--- src/rtl/mem_arbiter_if.sv ---
// Bundle of the two requester ports and the downstream mem_* handshake of mem_arbiter.
// slave is the arbiter's view; master is the caches plus memory side.
interface mem_arbiter_if #(
    parameter int unsigned ADDR_WIDTH = 32,
    parameter int unsigned DATA_WIDTH = 32
);
    logic                  p0_read_enable;
    logic [ADDR_WIDTH-1:0] p0_address;
    logic [DATA_WIDTH-1:0] p0_read_data;
    logic                  p0_read_valid;
    logic                  p0_busy;

    logic                  p1_read_enable;
    logic                  p1_write_enable;
    logic [ADDR_WIDTH-1:0] p1_address;
    logic [DATA_WIDTH-1:0] p1_write_data;
    logic                  p1_store_byte;
    logic                  p1_load_byte;
    logic [DATA_WIDTH-1:0] p1_read_data;
    logic                  p1_read_valid;
    logic                  p1_write_valid;
    logic                  p1_busy;

    logic                  mem_read_enable;
    logic                  mem_write_enable;
    logic [ADDR_WIDTH-1:0] mem_address;
    logic [DATA_WIDTH-1:0] mem_write_data;
    logic                  mem_store_byte;
    logic                  mem_load_byte;
    logic [DATA_WIDTH-1:0] mem_read_data;
    logic                  mem_read_valid;
    logic                  mem_write_valid;

    modport slave (
        input  p0_read_enable, p0_address,
        output p0_read_data, p0_read_valid, p0_busy,
        input  p1_read_enable, p1_write_enable, p1_address, p1_write_data,
        input  p1_store_byte, p1_load_byte,
        output p1_read_data, p1_read_valid, p1_write_valid, p1_busy,
        output mem_read_enable, mem_write_enable, mem_address, mem_write_data,
        output mem_store_byte, mem_load_byte,
        input  mem_read_data, mem_read_valid, mem_write_valid
    );

    modport master (
        output p0_read_enable, p0_address,
        input  p0_read_data, p0_read_valid, p0_busy,
        output p1_read_enable, p1_write_enable, p1_address, p1_write_data,
        output p1_store_byte, p1_load_byte,
        input  p1_read_data, p1_read_valid, p1_write_valid, p1_busy,
        input  mem_read_enable, mem_write_enable, mem_address, mem_write_data,
        input  mem_store_byte, mem_load_byte,
        output mem_read_data, mem_read_valid, mem_write_valid
    );
endinterface

--- src/rtl/mem_arbiter.sv ---
// Two-port arbiter sharing one memory port between instruction fetch (p0) and data (p1).
// MEM_ARB_FIXED_PRIO_EN: p1 always wins a tie instead of round-robin.
module mem_arbiter #(
    parameter int unsigned ADDR_WIDTH = 32,
    parameter int unsigned DATA_WIDTH = 32
) (
    input  logic           clk,
    input  logic           reset_n,
    mem_arbiter_if.slave   bus
);
    localparam logic [1:0] ST_IDLE  = 2'd0;
    localparam logic [1:0] ST_ISSUE = 2'd1;
    localparam logic [1:0] ST_WAIT  = 2'd2;

    logic [1:0]            state_q, state_d;
    logic                  last_grant_q, last_grant_d;
    logic                  gnt_port_q, gnt_port_d;
    logic                  gnt_write_q, gnt_write_d;
    logic                  pick_c;

    logic                  p0_busy_q, p0_busy_d;
    logic [ADDR_WIDTH-1:0] p0_addr_q, p0_addr_d;
    logic                  p1_busy_q, p1_busy_d;
    logic                  p1_write_q, p1_write_d;
    logic [ADDR_WIDTH-1:0] p1_addr_q, p1_addr_d;
    logic [DATA_WIDTH-1:0] p1_data_q, p1_data_d;
    logic                  p1_sb_q, p1_sb_d;
    logic                  p1_lb_q, p1_lb_d;

    logic                  mem_read_enable_q, mem_read_enable_d;
    logic                  mem_write_enable_q, mem_write_enable_d;
    logic [ADDR_WIDTH-1:0] mem_address_q, mem_address_d;
    logic [DATA_WIDTH-1:0] mem_write_data_q, mem_write_data_d;
    logic                  mem_store_byte_q, mem_store_byte_d;
    logic                  mem_load_byte_q, mem_load_byte_d;

    logic [DATA_WIDTH-1:0] p0_read_data_q, p0_read_data_d;
    logic                  p0_read_valid_q, p0_read_valid_d;
    logic [DATA_WIDTH-1:0] p1_read_data_q, p1_read_data_d;
    logic                  p1_read_valid_q, p1_read_valid_d;
    logic                  p1_write_valid_q, p1_write_valid_d;

    // Request latches, grant, issue and response routing.
    always_comb begin
        state_d            = state_q;
        last_grant_d       = last_grant_q;
        gnt_port_d         = gnt_port_q;
        gnt_write_d        = gnt_write_q;
        p0_busy_d          = p0_busy_q;
        p0_addr_d          = p0_addr_q;
        p1_busy_d          = p1_busy_q;
        p1_write_d         = p1_write_q;
        p1_addr_d          = p1_addr_q;
        p1_data_d          = p1_data_q;
        p1_sb_d            = p1_sb_q;
        p1_lb_d            = p1_lb_q;
        mem_read_enable_d  = 1'b0;
        mem_write_enable_d = 1'b0;
        mem_address_d      = mem_address_q;
        mem_write_data_d   = mem_write_data_q;
        mem_store_byte_d   = mem_store_byte_q;
        mem_load_byte_d    = mem_load_byte_q;
        p0_read_data_d     = p0_read_data_q;
        p0_read_valid_d    = 1'b0;
        p1_read_data_d     = p1_read_data_q;
        p1_read_valid_d    = 1'b0;
        p1_write_valid_d   = 1'b0;

`ifdef MEM_ARB_FIXED_PRIO_EN
        pick_c = p1_busy_q;
`else
        pick_c = p1_busy_q && !(p0_busy_q && last_grant_q);
`endif

        if (!p0_busy_q && bus.p0_read_enable) begin
            p0_busy_d = 1'b1;
            p0_addr_d = bus.p0_address;
        end
        // A simultaneous read and write on p1 is taken as a write.
        if (!p1_busy_q && (bus.p1_read_enable || bus.p1_write_enable)) begin
            p1_busy_d  = 1'b1;
            p1_write_d = bus.p1_write_enable;
            p1_addr_d  = bus.p1_address;
            p1_data_d  = bus.p1_write_data;
            p1_sb_d    = bus.p1_store_byte;
            p1_lb_d    = bus.p1_load_byte;
        end

        case (state_q)
            ST_IDLE: begin
                if (p0_busy_q || p1_busy_q) begin
                    gnt_port_d       = pick_c;
                    last_grant_d     = pick_c;
                    gnt_write_d      = pick_c && p1_write_q;
                    mem_address_d    = pick_c ? p1_addr_q : p0_addr_q;
                    mem_write_data_d = pick_c ? p1_data_q : '0;
                    mem_store_byte_d = pick_c && p1_sb_q;
                    mem_load_byte_d  = pick_c && p1_lb_q;
                    state_d          = ST_ISSUE;
                end
            end
            ST_ISSUE: begin
                mem_read_enable_d  = !gnt_write_q;
                mem_write_enable_d = gnt_write_q;
                state_d            = ST_WAIT;
            end
            ST_WAIT: begin
                if (gnt_write_q ? bus.mem_write_valid : bus.mem_read_valid) begin
                    if (gnt_port_q) begin
                        p1_busy_d = 1'b0;
                        if (gnt_write_q) begin
                            p1_write_valid_d = 1'b1;
                        end else begin
                            p1_read_valid_d = 1'b1;
                            p1_read_data_d  = bus.mem_read_data;
                        end
                    end else begin
                        p0_busy_d       = 1'b0;
                        p0_read_valid_d = 1'b1;
                        p0_read_data_d  = bus.mem_read_data;
                    end
                    state_d = ST_IDLE;
                end
            end
            default: state_d = ST_IDLE;
        endcase
    end

    always_ff @(posedge clk or negedge reset_n) begin
        if (!reset_n) begin
            state_q            <= ST_IDLE;
            last_grant_q       <= 1'b1;
            gnt_port_q         <= 1'b0;
            gnt_write_q        <= 1'b0;
            p0_busy_q          <= 1'b0;
            p0_addr_q          <= '0;
            p1_busy_q          <= 1'b0;
            p1_write_q         <= 1'b0;
            p1_addr_q          <= '0;
            p1_data_q          <= '0;
            p1_sb_q            <= 1'b0;
            p1_lb_q            <= 1'b0;
            mem_read_enable_q  <= 1'b0;
            mem_write_enable_q <= 1'b0;
            mem_address_q      <= '0;
            mem_write_data_q   <= '0;
            mem_store_byte_q   <= 1'b0;
            mem_load_byte_q    <= 1'b0;
            p0_read_data_q     <= '0;
            p0_read_valid_q    <= 1'b0;
            p1_read_data_q     <= '0;
            p1_read_valid_q    <= 1'b0;
            p1_write_valid_q   <= 1'b0;
        end else begin
            state_q            <= state_d;
            last_grant_q       <= last_grant_d;
            gnt_port_q         <= gnt_port_d;
            gnt_write_q        <= gnt_write_d;
            p0_busy_q          <= p0_busy_d;
            p0_addr_q          <= p0_addr_d;
            p1_busy_q          <= p1_busy_d;
            p1_write_q         <= p1_write_d;
            p1_addr_q          <= p1_addr_d;
            p1_data_q          <= p1_data_d;
            p1_sb_q            <= p1_sb_d;
            p1_lb_q            <= p1_lb_d;
            mem_read_enable_q  <= mem_read_enable_d;
            mem_write_enable_q <= mem_write_enable_d;
            mem_address_q      <= mem_address_d;
            mem_write_data_q   <= mem_write_data_d;
            mem_store_byte_q   <= mem_store_byte_d;
            mem_load_byte_q    <= mem_load_byte_d;
            p0_read_data_q     <= p0_read_data_d;
            p0_read_valid_q    <= p0_read_valid_d;
            p1_read_data_q     <= p1_read_data_d;
            p1_read_valid_q    <= p1_read_valid_d;
            p1_write_valid_q   <= p1_write_valid_d;
        end
    end

    assign bus.p0_read_data     = p0_read_data_q;
    assign bus.p0_read_valid    = p0_read_valid_q;
    assign bus.p0_busy          = p0_busy_q;
    assign bus.p1_read_data     = p1_read_data_q;
    assign bus.p1_read_valid    = p1_read_valid_q;
    assign bus.p1_write_valid   = p1_write_valid_q;
    assign bus.p1_busy          = p1_busy_q;
    assign bus.mem_read_enable  = mem_read_enable_q;
    assign bus.mem_write_enable = mem_write_enable_q;
    assign bus.mem_address      = mem_address_q;
    assign bus.mem_write_data   = mem_write_data_q;
    assign bus.mem_store_byte   = mem_store_byte_q;
    assign bus.mem_load_byte    = mem_load_byte_q;
endmodule

--- src/flat_wrapper.sv ---
// flat-port wrapper written by rule: the top's interface ports become plain ports
module mem_arbiter_flat 
#(
    parameter int unsigned ADDR_WIDTH = 32,
    parameter int unsigned DATA_WIDTH = 32
)
  (clk, reset_n, bus_p0_read_enable, bus_p0_address, bus_p0_read_data, bus_p0_read_valid, bus_p0_busy, bus_p1_read_enable, bus_p1_write_enable, bus_p1_address, bus_p1_write_data, bus_p1_store_byte, bus_p1_load_byte, bus_p1_read_data, bus_p1_read_valid, bus_p1_write_valid, bus_p1_busy, bus_mem_read_enable, bus_mem_write_enable, bus_mem_address, bus_mem_write_data, bus_mem_store_byte, bus_mem_load_byte, bus_mem_read_data, bus_mem_read_valid, bus_mem_write_valid);
  mem_arbiter_if #(.ADDR_WIDTH(ADDR_WIDTH), .DATA_WIDTH(DATA_WIDTH)) bus_i ();
  input  logic clk;
  input  logic reset_n;
  input wire logic [$bits(bus_i.p0_read_enable)-1:0] bus_p0_read_enable;
  input wire logic [$bits(bus_i.p0_address)-1:0] bus_p0_address;
  output wire logic [$bits(bus_i.p0_read_data)-1:0] bus_p0_read_data;
  output wire logic [$bits(bus_i.p0_read_valid)-1:0] bus_p0_read_valid;
  output wire logic [$bits(bus_i.p0_busy)-1:0] bus_p0_busy;
  input wire logic [$bits(bus_i.p1_read_enable)-1:0] bus_p1_read_enable;
  input wire logic [$bits(bus_i.p1_write_enable)-1:0] bus_p1_write_enable;
  input wire logic [$bits(bus_i.p1_address)-1:0] bus_p1_address;
  input wire logic [$bits(bus_i.p1_write_data)-1:0] bus_p1_write_data;
  input wire logic [$bits(bus_i.p1_store_byte)-1:0] bus_p1_store_byte;
  input wire logic [$bits(bus_i.p1_load_byte)-1:0] bus_p1_load_byte;
  output wire logic [$bits(bus_i.p1_read_data)-1:0] bus_p1_read_data;
  output wire logic [$bits(bus_i.p1_read_valid)-1:0] bus_p1_read_valid;
  output wire logic [$bits(bus_i.p1_write_valid)-1:0] bus_p1_write_valid;
  output wire logic [$bits(bus_i.p1_busy)-1:0] bus_p1_busy;
  output wire logic [$bits(bus_i.mem_read_enable)-1:0] bus_mem_read_enable;
  output wire logic [$bits(bus_i.mem_write_enable)-1:0] bus_mem_write_enable;
  output wire logic [$bits(bus_i.mem_address)-1:0] bus_mem_address;
  output wire logic [$bits(bus_i.mem_write_data)-1:0] bus_mem_write_data;
  output wire logic [$bits(bus_i.mem_store_byte)-1:0] bus_mem_store_byte;
  output wire logic [$bits(bus_i.mem_load_byte)-1:0] bus_mem_load_byte;
  input wire logic [$bits(bus_i.mem_read_data)-1:0] bus_mem_read_data;
  input wire logic [$bits(bus_i.mem_read_valid)-1:0] bus_mem_read_valid;
  input wire logic [$bits(bus_i.mem_write_valid)-1:0] bus_mem_write_valid;
  assign bus_i.p0_read_enable = bus_p0_read_enable;
  assign bus_i.p0_address = bus_p0_address;
  assign bus_p0_read_data = bus_i.p0_read_data;
  assign bus_p0_read_valid = bus_i.p0_read_valid;
  assign bus_p0_busy = bus_i.p0_busy;
  assign bus_i.p1_read_enable = bus_p1_read_enable;
  assign bus_i.p1_write_enable = bus_p1_write_enable;
  assign bus_i.p1_address = bus_p1_address;
  assign bus_i.p1_write_data = bus_p1_write_data;
  assign bus_i.p1_store_byte = bus_p1_store_byte;
  assign bus_i.p1_load_byte = bus_p1_load_byte;
  assign bus_p1_read_data = bus_i.p1_read_data;
  assign bus_p1_read_valid = bus_i.p1_read_valid;
  assign bus_p1_write_valid = bus_i.p1_write_valid;
  assign bus_p1_busy = bus_i.p1_busy;
  assign bus_mem_read_enable = bus_i.mem_read_enable;
  assign bus_mem_write_enable = bus_i.mem_write_enable;
  assign bus_mem_address = bus_i.mem_address;
  assign bus_mem_write_data = bus_i.mem_write_data;
  assign bus_mem_store_byte = bus_i.mem_store_byte;
  assign bus_mem_load_byte = bus_i.mem_load_byte;
  assign bus_i.mem_read_data = bus_mem_read_data;
  assign bus_i.mem_read_valid = bus_mem_read_valid;
  assign bus_i.mem_write_valid = bus_mem_write_valid;
  mem_arbiter #(.ADDR_WIDTH(ADDR_WIDTH), .DATA_WIDTH(DATA_WIDTH)) u_core (.clk(clk), .reset_n(reset_n), .bus(bus_i));
endmodule
--- config.mk ---
export PLATFORM = sky130hd
export DESIGN_NAME = mem_arbiter_flat
export DESIGN_NICKNAME = d
export VERILOG_FILES = /design/src/rtl/mem_arbiter_if.sv /design/src/rtl/mem_arbiter.sv /design/src/flat_wrapper.sv
export SDC_FILE = /design/constraint.sdc
export NUM_CORES = 1
export LEC_CHECK = 0
export ABC_CLOCK_PERIOD_IN_PS = 2900
export CAP_MARGIN = 20
export CORE_AREA = 2 2 156 158
export CTS_CLUSTER_SIZE = 30
export DETAILED_ROUTE_END_ITERATION = 12
export DIE_AREA = 0 0 158 160
export DONT_BUFFER_PORTS = 1
export PLACE_DENSITY = 0.59
export SLEW_MARGIN = 5
export SYNTH_ARGS = -nofsm -noshare
export SYNTH_HDL_FRONTEND = slang
export SYNTH_SLANG_ARGS = --single-unit
--- constraint.sdc ---
create_clock -name clk -period 2.9 [get_ports clk]
set_input_delay 0.58 -clock clk [delete_from_list [all_inputs] [get_ports clk]]
set_output_delay 0.58 -clock clk [all_outputs]
set_load 0.05 [all_outputs]
; Word level (Yosys, flattened, before mapping)
; Cells that the tools add are included.
[totals]
regBits = 241
latch_bits = 0
mem_bits_rw = 0
mem_bits_ro = 0
inputBits = 137
memories = 0
[op_classes]
add_sub_neg = 0
mul = 0
n_div = 0
magnitude_cmp = 0
n_eq_ne = 4
shifts = 0
n_mux = 27
n_bitwise = 2
n_reduce_logical = 18
[op_table]
columns = operator, n
row1 = $mux W32, 2
row2 = $mux W1, 22
row3 = $logic_and A1 B1 Y1, 7
row4 = $pmux W2 S3, 1
row5 = $logic_not A1 Y1, 4
row6 = $mux W2, 2
row7 = $ne A2 B1 Y1 const B, 2
row8 = $reduce_and A2 Y1, 2
row9 = $reduce_and A4 Y1, 1
row10 = $reduce_and A3 Y1, 1
row11 = $eq A2 B1 Y1 const B, 1
row12 = $eq A2 B2 Y1 const B, 1
row13 = $logic_not A2 Y1, 1
row14 = $logic_or A1 B1 Y1, 2
row15 = $not A1 Y1, 2

; Longest topological paths before layout
; Gate-level depths: netlist of run 1.
[depth]
ltp_word = 6
ltp_mapped = 5

; Least setup slack after synthesis of run 1
; No wires, ideal clock.
[synth_path]
kind = flip-flop to flip-flop
from = reg u_core.p1_busy_q, in the netlist u_core.bus.p1_busy
to = reg u_core.mem_address_q[12], in the netlist u_core.bus.mem_address[12]
setup_time_ns = 0.125
arrival_ns = 1.794
setup_slack_ns = 0.981
path_stages_with_launch = 5
n_path_buf = 1
synth_period_minus_slack_ns = 1.919
cell_sequence = dfrtp_1 -> a21boi_2 -> buf_2 -> mux2_2 -> mux2_2
[synth_between]
elab_chain_cells = 2
word_cells_on_any_way = 4
classes_between = 1 x mux / 3 x reduce/logical
[synth_lines]
columns = item, line
row1 = "start, declared", mem_arbiter.sv:23  ; logic p1_busy_q, p1_busy_d;
row2 = "start signal, assigned", mem_arbiter.sv:161  ; p1_busy_q <= p1_busy_d;
row3 = $logic_and A1 B1 Y1 or $logic_or A1 B1 Y1 (tied branches), "mem_arbiter.sv:72, mem_arbiter.sv:91"
row4 = $mux W32 or $reduce_and A2 Y1 (tied branches), -
row5 = "end signal, assigned", mem_arbiter.sv:169  ; mem_address_q <= mem_address_d;
row6 = "end, declared", mem_arbiter.sv:32  ; logic [ADDR_WIDTH-1:0] mem_address_q, mem_address_d;
; Parallel ways exist; a longest one is shown, timed or not.
; A chain may end at the register's enable or synchronous reset.

; Worst setup path in the final report of run 1
[layout_path]
from = reg u_core.p1_busy_q, in the netlist u_core.bus.p1_busy
to = reg u_core.p1_lb_q
[layout_between]
elab_chain_cells = 2
[layout_lines]
columns = item, line
row1 = $logic_not A1 Y1, mem_arbiter.sv:80  ; if (!p1_busy_q && (bus.p1_read_enable || bus.p1_write_enable)) begin
row2 = $logic_and A1 B1 Y1, mem_arbiter.sv:80
row3 = "end signal, assigned", mem_arbiter.sv:166  ; p1_lb_q <= p1_lb_d;
row4 = "end, declared", mem_arbiter.sv:28  ; logic p1_lb_q, p1_lb_d;
; Every way passes these cells.

==> results of run 1 <==
-- layout by cell type, fill, tap and decap left out, types with 4 or more instances in the layout --
cell,n
mux2_4,28
mux2_1,7
clkbuf_16,27
buf_4,4
buf_12,4
clkbuf_8,5
dfrtp_1,240
a22o_1,35
mux2_2,192
nor2_1,4
clkbuf_1,9
clkinv_2,5
-- per-stage QoR --
stage / area (µm²) / utilization (%)
after floorplan: 9334 / -
after CTS: 10580 / 44.43
after global routing: 10590 / 44.44
after detailed placement: 9703 / 40.73
final: 10590 / 44.45
after global placement: 9703 / 40.73
-- area by class of cell --
type / instances / area share, %
Multi-Input combinational cell: 285 / 29.70
Sequential cell: 241 / 56.97
Clock inverter: 9 / 0.9572
Antenna cell: 2 / 0.04727
Clock buffer: 41 / 7.350
Timing Repair Buffer: 8 / 1.040
Inverter: 3 / 0.1064
Tap cell: 324 / 3.829
-- final timing paths --
kind                                           from  depth (start not counted)                            to
worst max-delay path             u_core.bus.p1_busy                          3                u_core.p1_lb_q
worst min-delay path                        reset_n                          0   u_core.bus.p1_read_data[31]
worst max register to register   u_core.bus.p1_busy                          3                u_core.p1_lb_q
worst min register to register  u_core.p1_data_q[8]                          1  u_core.bus.mem_write_data[8]
max in group asynchronous                   reset_n                          0           u_core.p1_addr_q[3]
min in group clk                 bus_p0_read_enable                          1            u_core.bus.p0_busy
-- sequential cells by signal (all words and copies together), names as in the netlist, 2 cells and up --
| signal | cells |
|---|---|
| u_core.bus.mem_address | 32 |
| u_core.state_q | 2 |
| u_core.bus.p1_read_data | 32 |
| u_core.p0_addr_q | 32 |
| u_core.bus.p0_read_data | 32 |
| u_core.p1_data_q | 32 |
| u_core.p1_addr_q | 32 |
| u_core.bus.mem_write_data | 32 |
-- critical path: cells and delay by family (launching register included) --
kind / cells / cell delay (ns)
flops: 1 / 0.73
compound gates: 1 / 0.50
mux: 1 / 0.38
buf+inv: 1 / 0.33
-- logic make-up (layout without fill, tap and decap cells) --
group	count (synthesis)	after routing	share of synthesized area [%]
AND/OR/NAND/NOR	15	15	0.9116
AO/OA/AOI/OAI	43	43	3.927
multiplexers	227	227	28.51
other	0	2	0
flip-flops	241	241	64.62
buffers and inverters	35	61	2.024
-- layer usage --
layer  share of wire, %  wire length (µm)  GRT usage, %  up-vias
met5              0.060                12             0        -
met1                 37              7413         17.10     2416
met3                 12              2375         6.377       30
met2                 49              9759         26.11      211
li1                   -                 -             -     2027
met4                1.6               321         3.931        2
==> impl_metrics.csv, run 1 <==
group,metric,value,unit
routing,wl_per_cell,21.78,µm
finish,multiInputGateArea,3144,µm²
finish,layout.nets,703,
floorplan,core,23820,µm²
synthesis,synth_seq_area_share,64.62,%
grt,grt_pass1_vias,5243,
routing,ant_nets,0,
finish,area.growth.synth_to_final,13.43,%
job,cap_violations,0,
synthesis,syn-cell-area,9334,µm²
clock_tree,cts_max_level,1,
timing,setup_viol,0,
finish,seqCellArea,6032,µm²
synthesis,synth_warnings,0,
timing,worstMarginPinSlew,0.8648,ns
synthesis,yosysMostFrequentCell,"dfrtp_1",
timing,rsz0062_at_grt,"false",
synthesis,synth_area_per_cell,16.64,µm²
clock_tree,cts_tree,"built",
routing,drt-initial-drc-count,247,
place,place_inst,861,
setup_path,crit_type,"flip-flop to flip-flop",
clock_tree,root_buffer,"clkbuf_16",
synthesis,yosys_register_bits,241,
setup_path,start_kind,"flip-flop",
setup_path,ff2ff_setup_slack,0.78,ns
timing,fin_tns_setup,0,ns
grt,grt_usage,15.09,%
clock_tree,cts.clk_slew.worst_paths,0.06,ns
floorplan,die_w,158,µm
routing,vias_per_cell,5.133,
clock_tree,ctsResizeCount,0,
floorplan,ioPinCount,274,
synthesis,synth_cell_type_count,27,
setup_path,required,3.31,ns
setup_path,cp_cell_sequence,"o21bai_4 > buf_12 > mux2_2",
setup_path,crit_path_max_fanout,46,
routing,post-route-drc-count,0,
clock_tree,cts_num_sinks,241,
floorplan,die-area,25280,µm²
clock_tree,cts_buffers,27,
place,hpwl,13.17,mm
setup_path,cp_slowest_cell,"dfrtp_1",
timing,max_freq,471.5,MHz
status,violations,"negative hold slack",
place,place_ws,0.6986,ns
worst_hold_path,hold_path.class,"input port to asynchronous set/reset pin",
grt,grt_overflow,0,
finish,layout.cells.non_filler,913,
place,place.gp.congestion,0.7518,
clock_tree,cts_buffer_depth,3,
synthesis,synth_cells,561,
synthesis,synth_top_area_share,64.34,%
synthesis,synth_edf_count,0,
place,io_buffers,0,
timing,hold_violations,241,
synthesis,ys_top_cells_by_count,"dfrtp_1, mux2_2, a22o_1, mux2_4, buf_2",
finish,drive_gt1_share,47.19,%
synthesis,synth_area_leaders,"dfrtp_1, mux2_2, mux2_4",
synthesis,syn-num-nets,698,
clock_tree,clock_latency,0.52,ns
clock_tree,cts_setup_buffers,0,
timing,post-route-min-period,2.121,ns
grt,grt_max_degree,242,
finish,fillCellCount,2118,
timing,maxSlewHeadroom,42.19,%
timing,layout_setup_ws,0.7793,ns
timing,slew_violations,0,
synthesis,synth_flop_cell,"dfrtp_1",
timing,post-route-period-util,73.13,%
floorplan,rows,57,
routing,drtPass1Iterations,4,
setup_path,end_kind,"flip-flop",
synthesis,synth_top_area_cell,"dfrtp_1",
routing,vias,4686,
status,status,"finished, violations left",
floorplan,die_y,160,µm
timing,fin_skew,0.01017,ns
grt,grt_pass1_wl,30.02,mm
floorplan,start_util,39.18,%
grt,antenna_found_initial,3,
timing,whs,-0.2478,ns
setup_path,worstPathArrival,2.53,ns
synthesis,async_reset_ff_share,100.0,%
setup_path,cpPeakStageDelay,0.73,ns
routing,routed_wl,19.88,mm
Power of run 1 is left out: the tool's default activity adds up to more than one toggle a clock period on the data nets, which glitch-free logic cannot reach.
==> run 2: changes to the inputs <==
--- a/config.mk
+++ b/config.mk
@@ -5,14 +5,14 @@
 export SDC_FILE = /design/constraint.sdc
 export NUM_CORES = 1
 export LEC_CHECK = 0
-export ABC_CLOCK_PERIOD_IN_PS = 2900
+export ABC_CLOCK_PERIOD_IN_PS = 1850
 export CAP_MARGIN = 20
 export CORE_AREA = 2 2 156 158
 export CTS_CLUSTER_SIZE = 30
 export DETAILED_ROUTE_END_ITERATION = 12
 export DIE_AREA = 0 0 158 160
 export DONT_BUFFER_PORTS = 1
-export PLACE_DENSITY = 0.59
+export PLACE_DENSITY = 0.61
 export SLEW_MARGIN = 5
 export SYNTH_ARGS = -nofsm -noshare
 export SYNTH_HDL_FRONTEND = slang
==> constraint.sdc (replaced) <==
create_clock -name clk -period 1.85 [get_ports clk]
set_input_delay 0.37 -clock clk [delete_from_list [all_inputs] [get_ports clk]]
set_output_delay 0.37 -clock clk [all_outputs]
set_load 0.05 [all_outputs]
==> run 2 against run 1 <==
Against the previous run: the flow still finishes with violations (negative hold slack); clock skew about the same; register-to-register slack got worse by 0.59 ns; sequential share of layout area decreased by 6.5 points; wire length increased by 6.2%; largest cell class unchanged; final cell count rose by 15%.
==> impl_metrics.csv, run 2 (synthesized netlist as in run 1, its figures left out) <==
group,metric,value,unit
status,status,"finished, violations left",
status,violations,"negative hold slack",
floorplan,die_y,160,µm
place,io_buffers,0,
setup_path,cp_cell_sequence,"a21boi_4 > buf_12 > mux2_2 > mux2_2",
finish,seqCellArea,6033,µm²
power,vdd_drop_max,0.9802,mV
timing,maxSlewHeadroom,63.80,%
worst_hold_path,hold_path.class,"input port to asynchronous set/reset pin",
job,cap_violations,0,
setup_path,worst_path_dominant_cell_family,"multiplexers",
clock_tree,cts_buffer_depth,3,
timing,worstMarginPinSlew,0.5431,ns
finish,drive_gt1_share,39.44,%
setup_path,timing.rr.start,"u_core.bus.p1_busy",
setup_path,cp_slowest_cell,"dfrtp_2",
clock_tree,cts_setup_buffers,0,
grt,grt_pass1_wl,32.30,mm
grt,met1_usage,18.96,%
floorplan,die-area,25280,µm²
timing,whs,-0.4501,ns
timing,setup_viol,0,
timing,max_freq,600.4,MHz
setup_path,crit_type,"flip-flop to flip-flop",
clock_tree,cts_num_sinks,241,
setup_path,crit_path_max_fanout,31,
setup_path,cp.depth,4,
place,place.gp.congestion,0.7411,
grt,grt_pass1_vias,5671,
clock_tree,cts_buffers,27,
finish,final_cell_mix,"dfrtp_1, mux2_2, dlygate4sd3_1, a22o_1, mux2_4",
timing,post-route-period-util,90.02,%
setup_path,start_kind,"flip-flop",
clock_tree,cts_tree,"built",
floorplan,ioPinCount,274,
timing,fin_skew,0.009995,ns
grt,use_met3,4.912,%
clock_tree,postCtsHoldBufs,132,
grt,met2_usage,28.56,%
finish,layout_commonest_cell,"dfrtp_1",
finish,fillCellCount,1999,
timing,hold_violations,241,
grt,grt.busiest_layer,"met2",
floorplan,rows,57,
grt,grt_usage,16.21,%
floorplan,die_w,158,µm
timing,post-route-min-period,1.665,ns
setup_path,ff2ff_setup_slack,0.18,ns
power,p_per_area,2139,nW/µm²
clock_tree,cts_max_level,1,
routing,vias_per_cell,4.936,
timing,slew_violations,0,
setup_path,reg2reg_depth,4,
setup_path,path_common_cell,"mux2_2",
timing,rsz0062_at_grt,"false",
routing,post-route-drc-count,0,
routing,routed_wl,21.12,mm
floorplan,start_util,39.18,%
floorplan,core,23820,µm²
setup_path,r2r-end,"u_core.bus.mem_address[25]",
setup_path,end_kind,"flip-flop",
grt,grt_overflow,0,
clock_tree,root_buffer,"clkbuf_16",
clock_tree,cts.clk_slew.worst_paths,0.06,ns
timing,fin_tns_setup,0,ns
grt,grt_max_degree,242,
power,p_leak,5.282,nW
clock_tree,ctsResizeCount,0,
setup_path,worstPathArrival,2.06,ns
place,hpwl,13.34,mm
setup_path,path_buf_inv,1,
clock_tree,clock_latency,0.52,ns
finish,layout.nets,839,
routing,wl_per_cell,20.19,µm
finish,multiInputGateArea,3157,µm²
finish,area.growth.synth_to_final,28.11,%
power,power,25.58,mW
routing,vias,5163,
setup_path,cpPeakStageDelay,0.41,ns
routing,ant_nets,0,
routing,drt-initial-drc-count,222,
grt,antenna_found_initial,2,
setup_path,required,2.25,ns
routing,drtPass1Iterations,4,
==> run 2: layout make-up <==
class | count | area share [%]
sequential | 241 | 50.46
multi-input combinational | 285 | 26.40
timing repair buffer | 144 | 12.54
clock buffer | 33 | 6.006
tap | 324 | 3.390
clock inverter | 14 | 1.078
inverter | 3 | 0.09417
antenna | 2 | 0.04185
==> run 2: through the flow <==
stage	setup WS [ns]	hold slack [ns]	instances	util (%)	instance area (µm²)
final	0.1846	-0.4501	1046	50.20	11960
after global routing	0.1119	-0.4793	1046	50.20	11960
after CTS	0.1651	-0.4848	1044	50.18	11950
after detailed placement	0.1835	0.07912	865	41.08	9784
after global placement	0.2208	0.07959	865	41.08	9784
after floorplan	0.01949	0.07441	561	-	9335
==> run 2: worst register-to-register path: stages, from the launching register on <==
cell      delay [ns]
dfrtp_2         0.41
a21boi_4        0.24
buf_12          0.24
mux2_2          0.38
mux2_2          0.27
==> run 2: worst max path at each step <==
stage | from | endpoint | slack, ns
final | u_core.bus.p1_busy | u_core.bus.mem_address[25] | 0.18
after global routing | u_core.bus.p1_busy | u_core.bus.mem_address[25] | 0.11
after CTS | u_core.bus.p1_busy | u_core.bus.mem_address[6] | 0.17
after detailed placement | u_core.bus.p1_busy | u_core.bus.mem_address[6] | 0.18
after global placement | u_core.bus.p1_busy | u_core.bus.mem_address[24] | 0.22
after floorplan | u_core.bus.p0_busy | u_core.bus.mem_address[12] | 0.02
==> run 2: per-layer routing <==
layer  part of all wire [%]  vias to the layer above
li1                       -                     2283
met1                     38                     2644
met2                     50                      198
met3                    9.0                       38
met4                    2.2                        0
met5                      0                        -
==> run 2: where the power goes <==
| group | internal (mW) | leakage, nW | switching (mW) | total, mW |
|---|---|---|---|---|
| clock | 3.02 | 0.420 | 2.05 | 5.08 |
| combinational | 3.90 | 1.95 | 2.26 | 6.16 |
| sequential | 7.79 | 2.91 | 6.56 | 14.3 |
| total | 14.7 | 5.28 | 10.9 | 25.6 |
Note: power is estimated with default switching activity, not from simulation.
